--- src/rtl/byte_deserializer.sv ---
// -----------------------------------------------------------------------------
// byte_deserializer
//
// Asynchronous-serial receive front end. Recovers 8-bit bytes from an
// idle-high serial line framed as: start bit (0), 8 data bits LSB first,
// optional even parity bit, 1 stop bit (1). The line is oversampled at
// CLKS_PER_BIT clocks per bit. Each bit is sampled once, at its centre.
//
// Parameters:
//   CLKS_PER_BIT  clocks per serial bit (>= 2); mid-bit offset is CPB/2
//   PARITY_EN     1 = even-parity bit follows the data bits, 0 = none
//
// Ports:
//   CLK         clock, all flops on the rising edge
//   reset       asynchronous, active-high reset
//   rx_in       serial line, idle high, asynchronous to CLK
//   byte_out    last good received byte, held until the next good byte
//   byte_valid  one-cycle pulse when byte_out has just been updated
//   parity_err  one-cycle pulse on a parity mismatch
//   frame_err   one-cycle pulse when the stop bit samples 0
//   busy        high in every state except IDLE (registered)
//   fsm_state   debug view of the receive FSM state
//                 (0 IDLE, 1 START, 2 DATA, 3 PARITY, 4 STOP, 5 WAIT_IDLE)
//
// Timing: rx_in passes through a 2-flop synchronizer (rx_s). If rx_s is first
// seen low in cycle t0, then bit k is sampled at t0 + CPB/2 + k*CPB. The
// start bit is k = 0, the data bits are k = 1..8 and the parity bit is k = 9.
// The stop bit is k = 9 + PARITY_EN. The result pulse appears one cycle after
// the stop sample.
// -----------------------------------------------------------------------------
module byte_deserializer #(
  parameter int CLKS_PER_BIT = 4,
  parameter int PARITY_EN    = 1
) (
  input  logic       CLK,
  input  logic       reset,
  input  logic       rx_in,
  output logic [7:0] byte_out,
  output logic       byte_valid,
  output logic       parity_err,
  output logic       frame_err,
  output logic       busy,
  output logic [2:0] fsm_state
);

  localparam int CW = (CLKS_PER_BIT > 2) ? $clog2(CLKS_PER_BIT) : 1;

  // The START state is entered one cycle after t0 with the counter at 0.
  // The counter therefore reads m-1 in cycle t0+m.
  localparam logic [CW-1:0] HALF_M1 = CW'(CLKS_PER_BIT / 2 - 1);
  localparam logic [CW-1:0] LAST    = CW'(CLKS_PER_BIT - 1);

  localparam logic [2:0] S_IDLE      = 3'd0;
  localparam logic [2:0] S_START     = 3'd1;
  localparam logic [2:0] S_DATA      = 3'd2;
  localparam logic [2:0] S_PARITY    = 3'd3;
  localparam logic [2:0] S_STOP      = 3'd4;
  localparam logic [2:0] S_WAIT_IDLE = 3'd5;

  logic          sync1;
  logic          rx_s;
  logic [2:0]    state;
  logic [2:0]    state_nxt;
  logic [CW-1:0] clk_cnt;
  logic [2:0]    bit_cnt;
  logic [7:0]    shift;
  logic          par_bad;
  logic          sample;

  assign fsm_state = state;

  // Two-flop synchronizer. Both flops reset to the idle (high) level, so
  // reset never produces a false start edge.
  always_ff @(posedge CLK or posedge reset) begin
    if (reset) begin
      sync1 <= 1'b1;
      rx_s  <= 1'b1;
    end else begin
      sync1 <= rx_in;
      rx_s  <= sync1;
    end
  end

  // Next-state logic. The sample signal marks the single centre-of-bit
  // cycle in which rx_s is consumed by the current state.
  always_comb begin
    state_nxt = state;
    sample    = 1'b0;
    case (state)
      S_IDLE: begin
        if (!rx_s) state_nxt = S_START;
      end
      S_START: begin
        if (clk_cnt == HALF_M1) begin
          sample    = 1'b1;
          // A high line at mid-start is a glitch and is dropped silently.
          state_nxt = rx_s ? S_IDLE : S_DATA;
        end
      end
      S_DATA: begin
        if (clk_cnt == LAST) begin
          sample = 1'b1;
          if (bit_cnt == 3'd7) state_nxt = (PARITY_EN != 0) ? S_PARITY : S_STOP;
        end
      end
      S_PARITY: begin
        if (clk_cnt == LAST) begin
          sample    = 1'b1;
          state_nxt = S_STOP;
        end
      end
      S_STOP: begin
        if (clk_cnt == LAST) begin
          sample    = 1'b1;
          state_nxt = rx_s ? S_IDLE : S_WAIT_IDLE;
        end
      end
      S_WAIT_IDLE: begin
        // A line held low after a bad stop bit must not look like a new start.
        if (rx_s) state_nxt = S_IDLE;
      end
      default: state_nxt = S_IDLE;
    endcase
  end

  always_ff @(posedge CLK or posedge reset) begin
    if (reset) begin
      state   <= S_IDLE;
      clk_cnt <= '0;
      bit_cnt <= 3'd0;
      shift   <= 8'h00;
      par_bad <= 1'b0;
      busy    <= 1'b0;
    end else begin
      state <= state_nxt;
      busy  <= (state_nxt != S_IDLE);

      // The counter restarts at every sample point, so each later sample
      // lands exactly CLKS_PER_BIT cycles after the previous one.
      if (state == S_IDLE || state == S_WAIT_IDLE || sample) clk_cnt <= '0;
      else                                                   clk_cnt <= clk_cnt + CW'(1);

      if (state == S_START) begin
        bit_cnt <= 3'd0;
        par_bad <= 1'b0;
      end

      if (sample && state == S_DATA) begin
        shift   <= {rx_s, shift[7:1]};
        bit_cnt <= bit_cnt + 3'd1;
      end

      // Even parity: the data bits XOR the parity bit must be 0.
      if (sample && state == S_PARITY) par_bad <= (^shift) ^ rx_s;
    end
  end

  // Result register and one-cycle pulses. Only one pulse can be raised per
  // frame, and only at the stop sample.
  always_ff @(posedge CLK or posedge reset) begin
    if (reset) begin
      byte_out   <= 8'h00;
      byte_valid <= 1'b0;
      parity_err <= 1'b0;
      frame_err  <= 1'b0;
    end else begin
      byte_valid <= 1'b0;
      parity_err <= 1'b0;
      frame_err  <= 1'b0;
      if (sample && state == S_STOP) begin
        if (!rx_s) begin
          frame_err <= 1'b1;
        end else if (par_bad) begin
          parity_err <= 1'b1;
        end else begin
          byte_out   <= shift;
          byte_valid <= 1'b1;
        end
      end
    end
  end

endmodule
--- config.mk ---
export PLATFORM = sky130hd
export DESIGN_NAME = byte_deserializer
export DESIGN_NICKNAME = d
export VERILOG_FILES = /design/src/rtl/byte_deserializer.sv
export SDC_FILE = /design/constraint.sdc
export NUM_CORES = 1
export LEC_CHECK = 0
export CAP_MARGIN = 20
export CORE_MARGIN = 5
export CORE_UTILIZATION = 43
export CTS_CLUSTER_DIAMETER = 30
export DETAILED_ROUTE_END_ITERATION = 8
export DONT_BUFFER_PORTS = 1
export HOLD_SLACK_MARGIN = 0.1
export PLACE_DENSITY_LB_ADDON = 0.08
export SLEW_MARGIN = 20
export SYNTH_ARGS = -nofsm -noshare
export SYNTH_HDL_FRONTEND = slang
export SYNTH_SLANG_ARGS = --single-unit
--- constraint.sdc ---
create_clock -name CLK -period 3.2 [get_ports CLK]
set_clock_uncertainty 0.15 [all_clocks]
set_input_delay 0.48 -clock CLK [delete_from_list [all_inputs] [get_ports CLK]]
set_output_delay 0.48 -clock CLK [all_outputs]
set_load 0.01 [all_outputs]
==> metrics.md <==
| Metric | Value |
|---|---|
| Die X | `67.8 um` |
| Num Clock Sinks | `31` |
| IO buf count | `0` |
| Fillers | `308` |
| DR pass1 iterations | `4` |
| Global-route wire length before repair | `4030 um` |
| Status | `complete, no violations` |
| Finish-stage setup viols | `0` |
| Clk_lat worst skew | `0.33 ns` |
| Die footprint | `4600 um^2` |
| Period utilization | `0.654` |
| Die H | `67.8 um` |
| CP cell instances | `nand2b_1 -> or4_4 -> nand2b_4 -> mux2_4` |
| Worst Path Class, Setup | `reg -> reg` |
| Layout cells sized above 1 | `0.274` |
| Hold crit path type | `reg -> reg` |
| Slowest stage delay, CP | `0.56 ns` |
| Count of pins over their slew limit | `0` |
| Syn Area/Cell | `13.1 um^2` |
| CP max-delay cell | `dfrtp_1` |
| Placed wire-length estimate | `1710 um` |
| Final setup TNS | `0 ns` |
| Overflow after GRT | `0` |
| H-tree Lvls | `2` |
| Max FO, Critical Path | `16` |
| WL per Instance | `14.9 um` |
| DRC Markers | `0` |
| Yosys reg bits | `31` |
| Post-synth EDFFs | `0` |
| Nets@finish | `123` |
| Setup crit end kind | `flop` |
| Post-Syn Area | `1440 um^2` |
| Total CTS buffers | `5` |
| Delay-heaviest family, CP | `simple AND/OR/NAND/NOR gates` |
| Slew @ Worst Pin | `0.634 ns` |
| Critical R2R Launch | `fsm_state[0]$_DFF_PP0_` |
| Pwr Total | `1.14 mW` |
| Worst Path Buf+Inv | `0` |
| Via count | `837` |
| Synth cell count leaders | `29 x dfrtp_1, 8 x mux2_2, 8 x mux2_4` |
| Yosys cell types | `37` |
| Worst vdd ir | `0.230 mV` |
| Synth warn | `0` |
| Total Wirelength | `2430 um` |
| Ys flop type | `dfrtp_1` |
| Max Fclk | `0.478 GHz` |
| Max-cap violations | `0` |
| N_diodes | `0` |
| CP startpoint | `fsm_state[0]$_DFF_PP0_` |
| GRT Total Usage | `0.125` |
| Antenna viol nets, final | `0` |
| Root Driver | `clkbuf_4` |
| CORE AREA | `3280 um^2` |
| Data arrival, critical path | `2.17 ns` |
| Syn Inst Count | `110` |
| Layout overhead on the synthesized area | `9.76%` |
| Starting Density | `0.437` |
| PwrDens | `724 nW/um^2` |
| Post-synth ARST share | `1.00` |
| Clock tree buffer depth | `2` |
| Initial drt markers | `17` |
| DR vias/cell | `5.13` |
| Leakage power | `0.785 nW` |
| Initial antenna violation count | `0` |
| Fin crit period | `2.09 ns` |
| Worst-path clk slew | `0.10 ns` |
| Hold path startpoint | `sync1$_DFF_PP1_` |
| RSZ-0062 raised after global routing | `false` |
| Hold Vio Cnt, Final | `0` |
| Setup bufs post-CTS | `0` |
| Top-area cell type share of the netlist area | `0.505` |
| CTS tree | `done` |
| Worst slew margin | `0.575` |
| Syn Nets | `117` |
| Cell with the most instances after synthesis | `dfrtp_1` |
| Register area share after synthesis | `0.542` |
| Largest net degree at the start of global routing | `25` |
| Worst Path Required | `3.27 ns` |
| Cell accounting for the most synthesized area | `dfrtp_1` |
| GP Congestion | `0.722` |
| Io pins | `18` |
| CP Launch Type | `flop` |
| Site Rows | `21` |
| Largest cells by area after synthesis | `dfrtp_1 51%, mux2_4 8.4%, mux2_2 6.3%` |
| Vias in the first global route | `849` |
## through the flow
step,utilization,instance area [um^2],hold WS (ns),setup WS [ns],cells
6_report,0.480,1580,0.219,1.11,163
5_1_grt,0.480,1580,0.223,0.960,163
4_1_cts,0.480,1580,0.221,1.11,163
3_5_place_dp,0.448,1470,0.179,1.11,153
3_3_place_gp,0.448,1470,0.174,1.14,153
2_1_floorplan,-,1440,0.195,1.22,110
## timing repair
action	4_1_cts	5_1_grt
hold buffers	2	0
endpoints found under the hold margin	8	0
resized for setup	0	0
## final cells by class
cell class / count / area [um^2] / area share
timing repair buffer: 3 / 27.5 / 0.0175
clock inverter: 2 / 35.0 / 0.0222
multi-input combinational: 66 / 591 / 0.375
inverter: 9 / 36.3 / 0.0230
sequential: 31 / 778 / 0.494
tap: 46 / 57.6 / 0.0365
clock buffer: 6 / 51.3 / 0.0325
## placed cells by master (no fill, tap or decap), types with 2 or more instances in the layout
master / n
dfrtp_1: 29
clkbuf_4: 5
dlygate4sd3_1: 2
inv_1: 7
nand2b_1: 2
xnor2_1: 4
mux2_2: 8
nand2_1: 5
a22oi_1: 2
dfstp_2: 2
mux2_4: 8
o21ai_0: 7
nor4_1: 2
ha_1: 4
xor2_1: 2
nor2_1: 4
## sequential cells by signal (all words and copies together) (netlist names)
| name | count |
|---|---|
| frame_err | 1 |
| byte_valid | 1 |
| bit_cnt | 3 |
| busy | 1 |
| fsm_state | 3 |
| rx_s | 1 |
| par_bad | 1 |
| byte_out | 8 |
| shift | 8 |
| clk_cnt | 2 |
| parity_err | 1 |
| sync1 | 1 |
## report_power, final
part           internal [mW]  leakage (nW)  total (mW)  switching (mW)
clock network          0.185        0.0482       0.319           0.134
registers              0.451         0.414       0.556           0.105
logic                  0.136         0.322       0.267           0.131
total                  0.771         0.785        1.14           0.370
## metal layers
layer	part of all wire	vias to the layer above	track usage
li1	-	400	-
met1	0.49	408	0.154
met2	0.42	22	0.170
met3	0.074	7	0.0749
met4	0.021	0	0.0620
met5	0	-	0
## cells by family after synthesis
family | after synthesis | share of synthesized area
compound gates | 18 | 0.0836
xor+xnor | 7 | 0.0523
fa+ha+maj | 4 | 0.0348
buf+inv | 13 | 0.0470
flops | 31 | 0.542
mux | 17 | 0.153
simple gates | 20 | 0.0871
## path summary, 6_finish.rpt
| check | end | slack, ns | depth (start not counted) |
|---|---|---|---|
| hold / removal | rx_s$_DFF_PP1_ | 0.22 | 0 |
| hold reg to reg | rx_s$_DFF_PP1_ | 0.22 | 0 |
| min in group asynchronous | bit_cnt[2]$_DFFE_PP0P_ | 0.37 | 2 |
| setup reg to reg | byte_out[1]$_DFFE_PP0P_ | 1.11 | 4 |
| setup / recovery | byte_out[1]$_DFFE_PP0P_ | 1.11 | 4 |
| max in group asynchronous | rx_s$_DFF_PP1_ | 1.89 | 3 |
Note: power is estimated with default switching activity, not from simulation.
